**src/rtl/hazard_match_pipe_if.sv**
```systemverilog
`default_nettype none
// ============================================================================
// Module  : hazard_match_pipe_if
// Brief   : Decode-side request and hazard-control response bundle for
//           hazard_match_pipe.
// Revision: 1.0 - initial release
// ============================================================================
interface hazard_match_pipe_if #(
    parameter int ADDR_W = 4,
    parameter int CNT_W  = 16
);
    // Decode-stage instruction description and branch resolution
    logic              ValidD;
    logic [ADDR_W-1:0] RA1D;
    logic [ADDR_W-1:0] RA2D;
    logic [ADDR_W-1:0] WA3D;
    logic              RegWriteD;
    logic              MemtoRegD;
    logic              BranchTakenE;

    // Forwarding compares and pipeline control
    logic              Match_1E_M;
    logic              Match_1E_W;
    logic              Match_2E_M;
    logic              Match_2E_W;
    logic              RegWriteM;
    logic              RegWriteW;
    logic              StallF;
    logic              StallD;
    logic              FlushD;
    logic              FlushE;
    logic [CNT_W-1:0]  LdrStallCount;

    modport master (
        output ValidD, RA1D, RA2D, WA3D, RegWriteD, MemtoRegD, BranchTakenE,
        input  Match_1E_M, Match_1E_W, Match_2E_M, Match_2E_W,
        input  RegWriteM, RegWriteW, StallF, StallD, FlushD, FlushE,
        input  LdrStallCount
    );

    modport slave (
        input  ValidD, RA1D, RA2D, WA3D, RegWriteD, MemtoRegD, BranchTakenE,
        output Match_1E_M, Match_1E_W, Match_2E_M, Match_2E_W,
        output RegWriteM, RegWriteW, StallF, StallD, FlushD, FlushE,
        output LdrStallCount
    );
endinterface
`default_nettype wire

```
**src/rtl/hazard_match_pipe.sv**
```systemverilog
`default_nettype none
// ============================================================================
// Module  : hazard_match_pipe
// Brief   : E/M/W register-address pipeline producing forwarding matches,
//           load-use stall/flush controls and a saturating stall counter.
// Revision: 1.0 - initial release
// ============================================================================
module hazard_match_pipe #(
    parameter int ADDR_W = 4,
    parameter int PC_REG = 15,
    parameter int CNT_W  = 16
) (
    input  wire logic            clk,
    input  wire logic            reset,
    hazard_match_pipe_if.slave   hz
);

    localparam logic [ADDR_W-1:0] C_PC_ADDR = ADDR_W'(PC_REG);
    localparam logic [CNT_W-1:0]  C_CNT_ONE = CNT_W'(1);
    localparam logic [CNT_W-1:0]  C_CNT_MAX = {CNT_W{1'b1}};

    // Execute stage
    logic              valid_e_q,    valid_e_d;
    logic [ADDR_W-1:0] ra1_e_q,      ra1_e_d;
    logic [ADDR_W-1:0] ra2_e_q,      ra2_e_d;
    logic [ADDR_W-1:0] wa3_e_q,      wa3_e_d;
    logic              regwrite_e_q, regwrite_e_d;
    logic              memtoreg_e_q, memtoreg_e_d;

    // Memory and Writeback stages; load-ness only matters while in Execute
    logic              valid_m_q,    valid_m_d;
    logic [ADDR_W-1:0] wa3_m_q,      wa3_m_d;
    logic              regwrite_m_q, regwrite_m_d;
    logic              valid_w_q,    valid_w_d;
    logic [ADDR_W-1:0] wa3_w_q,      wa3_w_d;
    logic              regwrite_w_q, regwrite_w_d;

    logic [CNT_W-1:0]  cnt_q,        cnt_d;

    logic              w_ldr;
    logic              w_flush_e;

    // ------------------------------------------------------------------
    // Load-use detection: the branch squashes the dependent instruction,
    // so a taken branch suppresses the stall.
    // ------------------------------------------------------------------
    always_comb begin
        w_ldr = valid_e_q & memtoreg_e_q & regwrite_e_q & hz.ValidD
              & (wa3_e_q != C_PC_ADDR)
              & ((hz.RA1D == wa3_e_q) | (hz.RA2D == wa3_e_q))
              & ~hz.BranchTakenE;
        w_flush_e = w_ldr | hz.BranchTakenE;
    end

    // ------------------------------------------------------------------
    // Next-state logic
    // ------------------------------------------------------------------
    always_comb begin
        valid_e_d    = 1'b0;
        ra1_e_d      = '0;
        ra2_e_d      = '0;
        wa3_e_d      = '0;
        regwrite_e_d = 1'b0;
        memtoreg_e_d = 1'b0;
        if (!w_flush_e) begin
            valid_e_d    = hz.ValidD;
            ra1_e_d      = hz.RA1D;
            ra2_e_d      = hz.RA2D;
            wa3_e_d      = hz.WA3D;
            regwrite_e_d = hz.RegWriteD;
            memtoreg_e_d = hz.MemtoRegD;
        end

        valid_m_d    = valid_e_q;
        wa3_m_d      = wa3_e_q;
        regwrite_m_d = regwrite_e_q;

        valid_w_d    = valid_m_q;
        wa3_w_d      = wa3_m_q;
        regwrite_w_d = regwrite_m_q;

        cnt_d = cnt_q;
        if (w_ldr && (cnt_q != C_CNT_MAX)) begin
            cnt_d = cnt_q + C_CNT_ONE;
        end
    end

    // ------------------------------------------------------------------
    // State registers
    // ------------------------------------------------------------------
    always_ff @(posedge clk) begin
        if (reset) begin
            valid_e_q    <= 1'b0;
            ra1_e_q      <= '0;
            ra2_e_q      <= '0;
            wa3_e_q      <= '0;
            regwrite_e_q <= 1'b0;
            memtoreg_e_q <= 1'b0;
            valid_m_q    <= 1'b0;
            wa3_m_q      <= '0;
            regwrite_m_q <= 1'b0;
            valid_w_q    <= 1'b0;
            wa3_w_q      <= '0;
            regwrite_w_q <= 1'b0;
            cnt_q        <= '0;
        end else begin
            valid_e_q    <= valid_e_d;
            ra1_e_q      <= ra1_e_d;
            ra2_e_q      <= ra2_e_d;
            wa3_e_q      <= wa3_e_d;
            regwrite_e_q <= regwrite_e_d;
            memtoreg_e_q <= memtoreg_e_d;
            valid_m_q    <= valid_m_d;
            wa3_m_q      <= wa3_m_d;
            regwrite_m_q <= regwrite_m_d;
            valid_w_q    <= valid_w_d;
            wa3_w_q      <= wa3_w_d;
            regwrite_w_q <= regwrite_w_d;
            cnt_q        <= cnt_d;
        end
    end

    // ------------------------------------------------------------------
    // Outputs: the PC is written through its own path, so it never matches
    // ------------------------------------------------------------------
    always_comb begin
        hz.Match_1E_M = valid_e_q & valid_m_q & (ra1_e_q == wa3_m_q) & (ra1_e_q != C_PC_ADDR);
        hz.Match_1E_W = valid_e_q & valid_w_q & (ra1_e_q == wa3_w_q) & (ra1_e_q != C_PC_ADDR);
        hz.Match_2E_M = valid_e_q & valid_m_q & (ra2_e_q == wa3_m_q) & (ra2_e_q != C_PC_ADDR);
        hz.Match_2E_W = valid_e_q & valid_w_q & (ra2_e_q == wa3_w_q) & (ra2_e_q != C_PC_ADDR);

        hz.RegWriteM     = valid_m_q & regwrite_m_q;
        hz.RegWriteW     = valid_w_q & regwrite_w_q;
        hz.StallF        = w_ldr;
        hz.StallD        = w_ldr;
        hz.FlushD        = hz.BranchTakenE;
        hz.FlushE        = w_flush_e;
        hz.LdrStallCount = cnt_q;
    end

endmodule
`default_nettype wire

```
**src/flat_wrapper.sv**
```systemverilog
// flat-port wrapper written by rule: the top's interface ports become plain ports
module hazard_match_pipe_flat 
#(
    parameter int ADDR_W = 4,
    parameter int PC_REG = 15,
    parameter int CNT_W  = 16
)
  (clk, reset, hz_ValidD, hz_RA1D, hz_RA2D, hz_WA3D, hz_RegWriteD, hz_MemtoRegD, hz_BranchTakenE, hz_Match_1E_M, hz_Match_1E_W, hz_Match_2E_M, hz_Match_2E_W, hz_RegWriteM, hz_RegWriteW, hz_StallF, hz_StallD, hz_FlushD, hz_FlushE, hz_LdrStallCount);
  hazard_match_pipe_if #(.ADDR_W(ADDR_W), .CNT_W(CNT_W)) hz_i ();
  input  wire logic clk;
  input  wire logic reset;
  input wire logic [$bits(hz_i.ValidD)-1:0] hz_ValidD;
  input wire logic [$bits(hz_i.RA1D)-1:0] hz_RA1D;
  input wire logic [$bits(hz_i.RA2D)-1:0] hz_RA2D;
  input wire logic [$bits(hz_i.WA3D)-1:0] hz_WA3D;
  input wire logic [$bits(hz_i.RegWriteD)-1:0] hz_RegWriteD;
  input wire logic [$bits(hz_i.MemtoRegD)-1:0] hz_MemtoRegD;
  input wire logic [$bits(hz_i.BranchTakenE)-1:0] hz_BranchTakenE;
  output wire logic [$bits(hz_i.Match_1E_M)-1:0] hz_Match_1E_M;
  output wire logic [$bits(hz_i.Match_1E_W)-1:0] hz_Match_1E_W;
  output wire logic [$bits(hz_i.Match_2E_M)-1:0] hz_Match_2E_M;
  output wire logic [$bits(hz_i.Match_2E_W)-1:0] hz_Match_2E_W;
  output wire logic [$bits(hz_i.RegWriteM)-1:0] hz_RegWriteM;
  output wire logic [$bits(hz_i.RegWriteW)-1:0] hz_RegWriteW;
  output wire logic [$bits(hz_i.StallF)-1:0] hz_StallF;
  output wire logic [$bits(hz_i.StallD)-1:0] hz_StallD;
  output wire logic [$bits(hz_i.FlushD)-1:0] hz_FlushD;
  output wire logic [$bits(hz_i.FlushE)-1:0] hz_FlushE;
  output wire logic [$bits(hz_i.LdrStallCount)-1:0] hz_LdrStallCount;
  assign hz_i.ValidD = hz_ValidD;
  assign hz_i.RA1D = hz_RA1D;
  assign hz_i.RA2D = hz_RA2D;
  assign hz_i.WA3D = hz_WA3D;
  assign hz_i.RegWriteD = hz_RegWriteD;
  assign hz_i.MemtoRegD = hz_MemtoRegD;
  assign hz_i.BranchTakenE = hz_BranchTakenE;
  assign hz_Match_1E_M = hz_i.Match_1E_M;
  assign hz_Match_1E_W = hz_i.Match_1E_W;
  assign hz_Match_2E_M = hz_i.Match_2E_M;
  assign hz_Match_2E_W = hz_i.Match_2E_W;
  assign hz_RegWriteM = hz_i.RegWriteM;
  assign hz_RegWriteW = hz_i.RegWriteW;
  assign hz_StallF = hz_i.StallF;
  assign hz_StallD = hz_i.StallD;
  assign hz_FlushD = hz_i.FlushD;
  assign hz_FlushE = hz_i.FlushE;
  assign hz_LdrStallCount = hz_i.LdrStallCount;
  hazard_match_pipe #(.ADDR_W(ADDR_W), .PC_REG(PC_REG), .CNT_W(CNT_W)) u_core (.clk(clk), .reset(reset), .hz(hz_i));
endmodule
```
**config.mk**
```make
export PLATFORM = sky130hd
export DESIGN_NAME = hazard_match_pipe_flat
export DESIGN_NICKNAME = d
export VERILOG_FILES = /design/src/rtl/hazard_match_pipe_if.sv /design/src/rtl/hazard_match_pipe.sv /design/src/flat_wrapper.sv
export SDC_FILE = /design/constraint.sdc
export NUM_CORES = 1
export LEC_CHECK = 0
export ABC_AREA = 1
export CORE_AREA = 8 8 75 77
export CTS_CLUSTER_SIZE = 12
export DETAILED_ROUTE_END_ITERATION = 6
export DIE_AREA = 0 0 83 85
export PLACE_DENSITY = 0.84
export SYNTH_ARGS = -nofsm -noshare
export SYNTH_HDL_FRONTEND = slang
export SYNTH_SLANG_ARGS = --single-unit
```
**constraint.sdc**
```tcl
create_clock -name clk -period 1.6 [get_ports clk]
set_input_delay 0.24 -clock clk [delete_from_list [all_inputs] [get_ports clk]]
set_output_delay 0.24 -clock clk [all_outputs]
set_load 0.02 [all_outputs]
```
## Word level (Yosys, flattened, before mapping)

Index checks and enable logic that the tools add are counted.

| operators by class | value |
|---|---|
| $add $sub $neg | 1 |
| eq/ne operators | 10 |
| bitwise gates (word level) | 21 |
| reductions and logical operators | 2 |

Operator list:

| kind | count |
|---|---|
| 4-bit == test | 6 |
| 1-bit AND | 18 |
| 16-bit by 1-bit adder with 16-bit output (second input constant) | 1 |
| 16-bit inequality test (second input constant) | 1 |
| 4-bit inequality test (second input constant) | 3 |
| 1-bit OR | 2 |
| 2-bit OR reduction | 1 |
| 1-bit logical AND | 1 |
| 1-bit NOT | 1 |

| word-level totals | value |
|---|---|
| register bits after elaboration | 43 |
| input bits | 18 |
| output and inout port bits | 26 |
| logic and storage cells | 47 |

## Longest topological paths before layout

Gate-level depths: netlist of run 1.

| logic depth | value |
|---|---|
| word-level depth | 8 |
| gate-level depth with buffers | 12 |
| mapped depth without buffers | 11 |

## Least setup slack after synthesis of run 1

OpenSTA, ideal clock, no wires.

| timing path | value |
|---|---|
| kind | register -> register |
| from | register u_core.cnt_q[1], in the netlist u_core.hz.LdrStallCount[1] |
| to | register u_core.cnt_q[14], in the netlist u_core.hz.LdrStallCount[14] |
| setup time | 0.113 ns |
| arrival | 1.482 ns |
| required time | 1.487 ns |
| slack | 0.005 ns |
| cell stages (with the launch flop) | 11 |
| buffers on the path | 0 |
| clock period less this slack | 1.595 ns |
| cells stage by stage | dfxtp_1 ha_1 nand2_1 nor2_2 nand2_1 nor2_1 nand3b_1 nor2_4 nand2_1 nand2_1 nor2_1 |

| between the ends | value |
|---|---|
| longest elaborated chain between the ends | 2 |
| elaborated cells between the ends (all ways) | 3 |
| classes of those cells | add/sub (1); eq/ne (1); reduce/logical (1) |

RTL lines:

| element | line | text |
|---|---|---|
| from (decl) | hazard_match_pipe.sv:38 | `logic [CNT_W-1:0] cnt_q, cnt_d;` |
| from (signal assigned) | hazard_match_pipe.sv:119 | `cnt_q <= cnt_d;` |
| branches (longest 2 deep; another with 16-bit by 1-bit adder with 16-bit output) | -- |  |

Several ways; the timed one is not identified.
A chain may end at the register's enable or synchronous reset.

## Final worst setup path of run 1

| timing path | value |
|---|---|
| from | register u_core.wa3_e_q[1] |
| to | output port hz_StallD |

| between the ends | value |
|---|---|
| longest elaborated chain between the ends | 4 |
| elaborated cells between the ends (all ways) | 7 |
| classes of those cells | eq/ne (3); bitwise (4) |

RTL lines:

| element | line | text |
|---|---|---|
| from (decl) | hazard_match_pipe.sv:26 | `logic [ADDR_W-1:0] wa3_e_q, wa3_e_d;` |
| from (signal assigned) | hazard_match_pipe.sv:110 | `wa3_e_q <= wa3_e_d;` |
| 4-bit inequality test / 4-bit == test (equally long branches) | hazard_match_pipe.sv:49, hazard_match_pipe.sv:50 |  |
| 1-bit AND / 1-bit OR (equally long branches) | hazard_match_pipe.sv:49, hazard_match_pipe.sv:50 |  |
| 1-bit AND (*) | hazard_match_pipe.sv:50 | `& ((hz.RA1D == wa3_e_q) \| (hz.RA2D == wa3_e_q))` |
| 1-bit AND (*) | hazard_match_pipe.sv:51 | `& ~hz.BranchTakenE;` |
| to (decl) | flat_wrapper.sv:26 | `output wire logic [$bits(hz_i.StallD)-1:0] hz_StallD;` |

Every way passes the cells marked *; elsewhere a longest branch is shown, timed or not.

==> impl_metrics.tcl, run 1 <==
set metrics [dict create \
    clock.fmax_ghz 0.589 \
    r2r_slack_ns 0.03 \
    violations "setup timing" \
    postSynthAreaPerCell_sq_um 6.77 \
    critPathCaptureType "output pin" \
    antenna_found_initial 0 \
    clockBufferDepth 2 \
    cp-start-kind "flop" \
    drtPass1Iterations 4 \
    grt_max_degree 16 \
    rows 25 \
    setup_tns_ns -0.333 \
    htree_levels 2 \
    wl_per_cell_um 13.3 \
    powerDensity_nw_per_um2 706 \
    synth_edf_count 0 \
    cp_num_buf_inv 3 \
    die_w_um 83 \
    cp_slowest_cell "dfxtp_2" \
    layout.nets 431 \
    clock_skew_ns 0.00525 \
    critPathKind "reg2out" \
    ys_seq_elements 43 \
    core-area_sq_um 4540 \
    syn_nets 338 \
    ys_seq_area_frac 0.399 \
    synth_area_sq_um 2160 \
    async_flop_share 0 \
    numCtsBuffers 5 \
    drv_slew 0 \
    crit_family "simple AND/OR/NAND/NOR gates" \
    initial_core_util 0.476 \
    finalCritPeriodShare 1.06 \
    drive_above_1_share 0.341 \
    clock_latency_ns 0.30 \
    rsz0062_at_grt "true" \
    vias_per_cell 4.88 \
    leakage_nw 1.62 \
    dp_hpwl_um 3960 \
    area_growth_pct 53.4 \
    vdd_drop_max_v 0.000542 \
    holdPathStages 3 \
    hold_class "in2reg" \
    r2r_end "u_core.hz.LdrStallCount[10]" \
    drc 0 \
    placed_cell_area_sq_um 2930 \
    grtUsageTotal 0.153 \
    globalRoute.totalOverflow 0 \
    finalSetupViolCount 5 \
    cp.arrival_ns 1.46 \
    diodes 0 \
    final_common_cell "nand2_1" \
    post-route-util 0.730 \
    cts.sinks 43 \
    stdcell_area_sq_um 3310 \
    die-area_sq_um 7060 \
    critPathMaxFanout 4 \
    vias 2277 \
    timing.final.crit_period_ns 1.70 \
    total_power_mw 2.34 \
    reg2reg_depth 12 \
    hold_start "hz_RA1D[1]" \
    ioPinCount 44 \
    drtIter0Drc 131 \
    hold_viol_final 0 \
    drt.antenna.violating_nets 0 \
    yosysWarnings 0 \
    cts_tree "done" \
    cp_common_cell "nand2_1" \
    cts_root_buffer "clkbuf_8" \
    rr_startpoint "u_core.wa3_e_q[1]" \
    worst_slew_pin_slew_ns 0.284 \
    synthDistinctLibCells 30 \
    synth_flop_cell "dfxtp_1" \
    nFillCells 292 \
    hold_slack_ns 0.341 \
    die_y_um 85 \
    grt_first_pass_wirelength_um 9220 \
    syn-instance-count 319 \
    cap_viol_max_count 0 \
    worstPathCellList "inv_2 -> nand2_1 -> nand2_1 -> nor2_2 -> nand2_1 -> nand2_2 -> nand3_4 -> inv_4 -> buf_6" \
    layout_common_cells "73 x nand2_1, 72 x nor2_1, 47 x buf_4, 38 x inv_1, 26 x dfxtp_1" \
    slowest_delay_ns 0.37 \
    setup_slack_ns -0.0980 \
    wirelength_um 6220 \
    outcome "finished with violations" \
    gp_congestion 0.876 \
    whs_endpoint "u_core.ra1_e_q[1]" \
    holdBufCountCts 0 \
    cp.required_ns 1.36 \
    grt_pass1_vias 2140 \
    portBuffers 43 \
    cts.clk_slew.worst_paths_ns 0.08 \
    cp.depth 9 \
    slew_headroom 0.810 \
]
## synth_stat cells (4+ instances only)
cell / number / area share
nand2_1: 82 / 0.14
nor2_1: 77 / 0.13
dfxtp_1: 43 / 0.40
inv_1: 43 / 0.075
nand3_1: 9 / 0.021
nor2_4: 9 / 0.047
a21oi_1: 6 / 0.014
nand2_2: 5 / 0.014
nand4_1: 5 / 0.014
nor2_2: 4 / 0.012
nor3_1: 4 / 0.0093
xor2_1: 4 / 0.016
## logic make-up after synthesis
group	after synthesis	share of synthesized area
buffers and inverters	54	0.108
and+or+nand+nor	202	0.428
adders and majority gates	1	0.00580
xor gates and xnor gates	5	0.0203
AOI/OAI and AO/OA	14	0.0388
DFF	43	0.399
## worst min-delay path, stage by stage
cell	delay [ns]
dlygate4sd2_1	0.24
inv_1	0.07
nor2_1	0.05
## layer usage
layer  up-vias  track usage  wire length, um
met1      1054        0.170             2590
met4         0       0.0623              109
li1       1156            -                -
met2        56        0.274             3300
met5         -            0                0
met3        11       0.0374              225
## worst max path at each step
stage / slack (ns) / endpoint / startpoint
final: -0.1 / hz_StallD / u_core.wa3_e_q[1]
after CTS: -0.06 / hz_Match_1E_M / u_core.valid_e_q
after floorplan: 0.005 / u_core.hz.LdrStallCount[14] / u_core.hz.LdrStallCount[1]
after detailed placement: -0.58 / hz_StallD / hz_RA1D[1]
after global placement: -0.53 / hz_StallF / hz_RA2D[1]
after global routing: -0.20 / hz_StallD / u_core.wa3_e_q[2]
## area by class of cell
cell class	instances	area, sq um	share of cell area
Inverter	47	181	0.0548
Sequential cell	43	885	0.267
Tap cell	54	67.6	0.0204
Multi-Input combinational cell	222	1220	0.367
Clock buffer	5	68.8	0.0208
Timing Repair Buffer	93	826	0.249
Clock inverter	3	67.6	0.0204
## power by group
group	internal, mW	switching (mW)	leakage (nW)	total, mW
clock	0.622	0.384	0.0644	1.01
sequential	1.09	0.0209	0.357	1.11
combinational	0.109	0.109	1.20	0.218
total	1.82	0.514	1.62	2.34
## repair_timing
action                     CTS  global route
resized for setup           78            56
pin swaps                   13            15
buffers inserted             4             5
setup endpoints to repair   29            30
hold endpoints to repair     0             0
## registers in the layout (all words and copies together), names as in the netlist
| signal | flops |
|---|---|
| u_core.wa3_m_q | 4 |
| u_core.regwrite_e_q | 1 |
| u_core.valid_m_q | 1 |
| u_core.regwrite_m_q | 1 |
| u_core.wa3_w_q | 4 |
| u_core.ra1_e_q | 4 |
| u_core.hz.LdrStallCount | 16 |
| u_core.regwrite_w_q | 1 |
| u_core.wa3_e_q | 4 |
| u_core.valid_w_q | 1 |
| u_core.memtoreg_e_q | 1 |
| u_core.valid_e_q | 1 |
| u_core.ra2_e_q | 4 |
## through the flow
stage | setup slack, ns | cells
finish | -0.0980 | 467
global placement | -0.531 | 451
CTS | -0.0622 | 462
detailed placement | -0.577 | 451
global route | -0.196 | 467
floorplan | 0.00453 | 319
Note: power is estimated with default switching activity, not from simulation.
==> inputs of run 2 (changes only) <==
--- a/config.mk
+++ b/config.mk
@@ -6,11 +6,14 @@
 export NUM_CORES = 1
 export LEC_CHECK = 0
 export ABC_AREA = 1
-export CORE_AREA = 8 8 75 77
+export CELL_PAD_IN_SITES_DETAIL_PLACEMENT = 0
+export CELL_PAD_IN_SITES_GLOBAL_PLACEMENT = 1
+export CORE_AREA = 8 8 77 79
 export CTS_CLUSTER_SIZE = 12
 export DETAILED_ROUTE_END_ITERATION = 6
-export DIE_AREA = 0 0 83 85
-export PLACE_DENSITY = 0.84
+export DIE_AREA = 0 0 85 87
+export DONT_BUFFER_PORTS = 1
+export PLACE_DENSITY = 0.88
 export SYNTH_ARGS = -nofsm -noshare
 export SYNTH_HDL_FRONTEND = slang
 export SYNTH_SLANG_ARGS = --single-unit
==> constraint.sdc (replaced) <==
create_clock -name clk -period 2.2 [get_ports clk]
set_input_delay 0.33 -clock clk [delete_from_list [all_inputs] [get_ports clk]]
set_output_delay 0.33 -clock clk [all_outputs]
set_load 0.02 [all_outputs]
==> run 2 against run 1 <==
  * The flow now finishes without violations
  * Count of clock-buffer cells in the layout unchanged
  * Clock skew up 0.0016 ns
  * Critical path depth down 1
  * Setup slack better by 0.33 ns
  * Wire length down 30%
  * First-iteration DRC count down 38%
  * Global-route usage down 2.8 points
  * Hold slack worse by 0.25 ns
  * Critical path type unchanged
  * Critical endpoint is now hz_StallF
==> impl_metrics.tcl, run 2 (same netlist as run 1, synthesis figures left out) <==
set metrics [dict create \
    layout.nets 357 \
    drc 0 \
    antenna_found_initial 0 \
    drt.antenna.violating_nets 0 \
    gp_congestion 0.834 \
    worstPathCellList "inv_2 -> nand2_1 -> nand2_1 -> nor2_1 -> nand2_1 -> nand2_2 -> nand3_4 -> inv_1" \
    cp.depth 8 \
    initial_core_util 0.445 \
    drv_slew 0 \
    die_y_um 87 \
    reg2reg_depth 7 \
    dp_slack_ns 0.340 \
    vias_per_cell 4.61 \
    nFillCells 484 \
    critPathKind "reg2out" \
    wl_per_cell_um 11.1 \
    setup_tns_ns 0 \
    swShare 0.248 \
    cts_root_buffer "clkbuf_8" \
    clock_skew_ns 0.00687 \
    outcome "completed" \
    power_switching_uw 345 \
    htree_levels 2 \
    die_w_um 85 \
    cp_num_buf_inv 2 \
    clockBufferDepth 2 \
    slowest_delay_ns 0.39 \
    clock_latency_ns 0.30 \
    globalRoute.totalOverflow 0 \
    cts.clk_slew.worst_paths_ns 0.09 \
    clock.fmax_ghz 0.507 \
    cts_tree "done" \
    hold_class "in2reg" \
    cap_viol_max_count 0 \
    finalCritPeriodShare 0.897 \
    grtUsageTotal 0.126 \
    cp_slowest_cell "dfxtp_1" \
    powerDensity_nw_per_um2 578 \
    portBuffers 0 \
    finalSetupViolCount 0 \
    drive_above_1_share 0.156 \
    leakage_nw 1.08 \
    power_frac_comb 0.052 \
    grt_max_degree 18 \
    cts_resized 0 \
    rows 26 \
    hold_viol_final 0 \
    grt_first_pass_wirelength_um 7540 \
    slew_headroom 0.632 \
    worst_slew_pin_slew_ns 0.550 \
    critPathMaxFanout 8 \
    holdBufCountCts 0 \
    vdd_drop_max_v 0.000511 \
    largest_reg_flops 16 \
    layout_common_cells "82 x nand2_1, 77 x nor2_1, 43 x inv_1, 43 x dfxtp_1, 19 x buf_4" \
    p_seq_frac 0.579 \
    diodes 0 \
    numCtsBuffers 5 \
    grt_pass1_vias 1701 \
    core-area_sq_um 4850 \
    cts.sinks 43 \
    crit_family "simple AND/OR/NAND/NOR gates" \
    area_growth_pct 11.6 \
    holdPathStages 1 \
    cp_common_cell "nand2_1" \
    rsz0062_at_grt "false" \
    post_cts_buffers 0 \
    power.internal_mw 1.05 \
    timing.final.crit_period_ns 1.97 \
    final_common_cell "nand2_1" \
    clockPowerShare 0.369 \
    dp_hpwl_um 3380 \
    cp-start-kind "flop" \
    cp.required_ns 1.87 \
    wirelength_um 4370 \
    setup_slack_ns 0.228 \
    cp.arrival_ns 1.64 \
    critPathCaptureType "output pin" \
    ioPinCount 44 \
    vias 1820 \
    drtIter0Drc 81 \
    drtPass1Iterations 4 \
    die-area_sq_um 7400 \
]
==> run 2: area by class of cell <==
cell class                      count  area [sq um]  share of cell area
Multi-Input combinational cell    222          1060               0.442
Sequential cell                    43           861               0.357
Inverter                           47           176              0.0732
Timing Repair Buffer               19           143              0.0592
Tap cell                           56          70.1              0.0291
Clock buffer                        5          68.8              0.0286
Clock inverter                      3          25.0              0.0104
==> run 2: stage by stage <==
| stage | cells | hold slack, ns | cell area [sq um] | util | total power, mW |
|---|---|---|---|---|---|
| floorplan | 319 | 0.401 | 2160 | - | 0.888 |
| global placement | 387 | 0.405 | 2310 | 0.478 | 0.897 |
| detailed placement | 387 | 0.406 | 2310 | 0.478 | 0.898 |
| CTS | 395 | 0.0799 | 2410 | 0.497 | 1.41 |
| global route | 395 | 0.0655 | 2410 | 0.497 | 1.46 |
| finish | 395 | 0.0869 | 2410 | 0.497 | 1.39 |
==> run 2: worst paths after layout <==
check             slack, ns                       start                          to
setup / recovery       0.23           u_core.wa3_e_q[1]                   hz_StallF
hold / removal         0.09                       reset           u_core.wa3_m_q[1]
setup reg to reg       0.33  u_core.hz.LdrStallCount[4]  u_core.hz.LdrStallCount[2]
hold reg to reg        0.43         u_core.regwrite_m_q         u_core.regwrite_w_q
==> run 2: worst register-to-register path, cell delays in order (launching register included) <==
cell,delay (ns)
dfxtp_1,0.51
nand3_1,0.14
nor2_2,0.19
nand4_2,0.35
nand4_1,0.37
nand2_1,0.09
nand2_1,0.07
nor2_1,0.04
==> run 2: layer usage <==
metal	up-vias	routed length (um)	part of all wire	GRT usage
li1	1003	-	-	-
met1	780	2050	0.47	0.143
met2	32	1950	0.45	0.205
met3	5	314	0.072	0.0547
met4	0	57	0.013	0.0437
met5	-	0	0	0
==> run 2: power by group through the flow <==
stage	Sequential [mW]	Clock [mW]	Combinational, mW
after floorplan	0.822	0	0.0660
after global placement	0.825	0	0.0723
after detailed placement	0.825	0	0.0730
after CTS	0.807	0.535	0.0734
after global routing	0.809	0.568	0.0848
final	0.807	0.513	0.0724
==> inputs of run 3 (changes only) <==
--- a/config.mk
+++ b/config.mk
@@ -6,9 +6,11 @@
 export NUM_CORES = 1
 export LEC_CHECK = 0
 export ABC_AREA = 1
+export ABC_CLOCK_PERIOD_IN_PS = 2200
 export CELL_PAD_IN_SITES_DETAIL_PLACEMENT = 0
 export CELL_PAD_IN_SITES_GLOBAL_PLACEMENT = 1
 export CORE_AREA = 8 8 77 79
+export CTS_CLUSTER_DIAMETER = 100
 export CTS_CLUSTER_SIZE = 12
 export DETAILED_ROUTE_END_ITERATION = 6
 export DIE_AREA = 0 0 85 87
==> results of run 3 <==
Same layout as run 2: the final DEF is identical, and so are final timing and power.
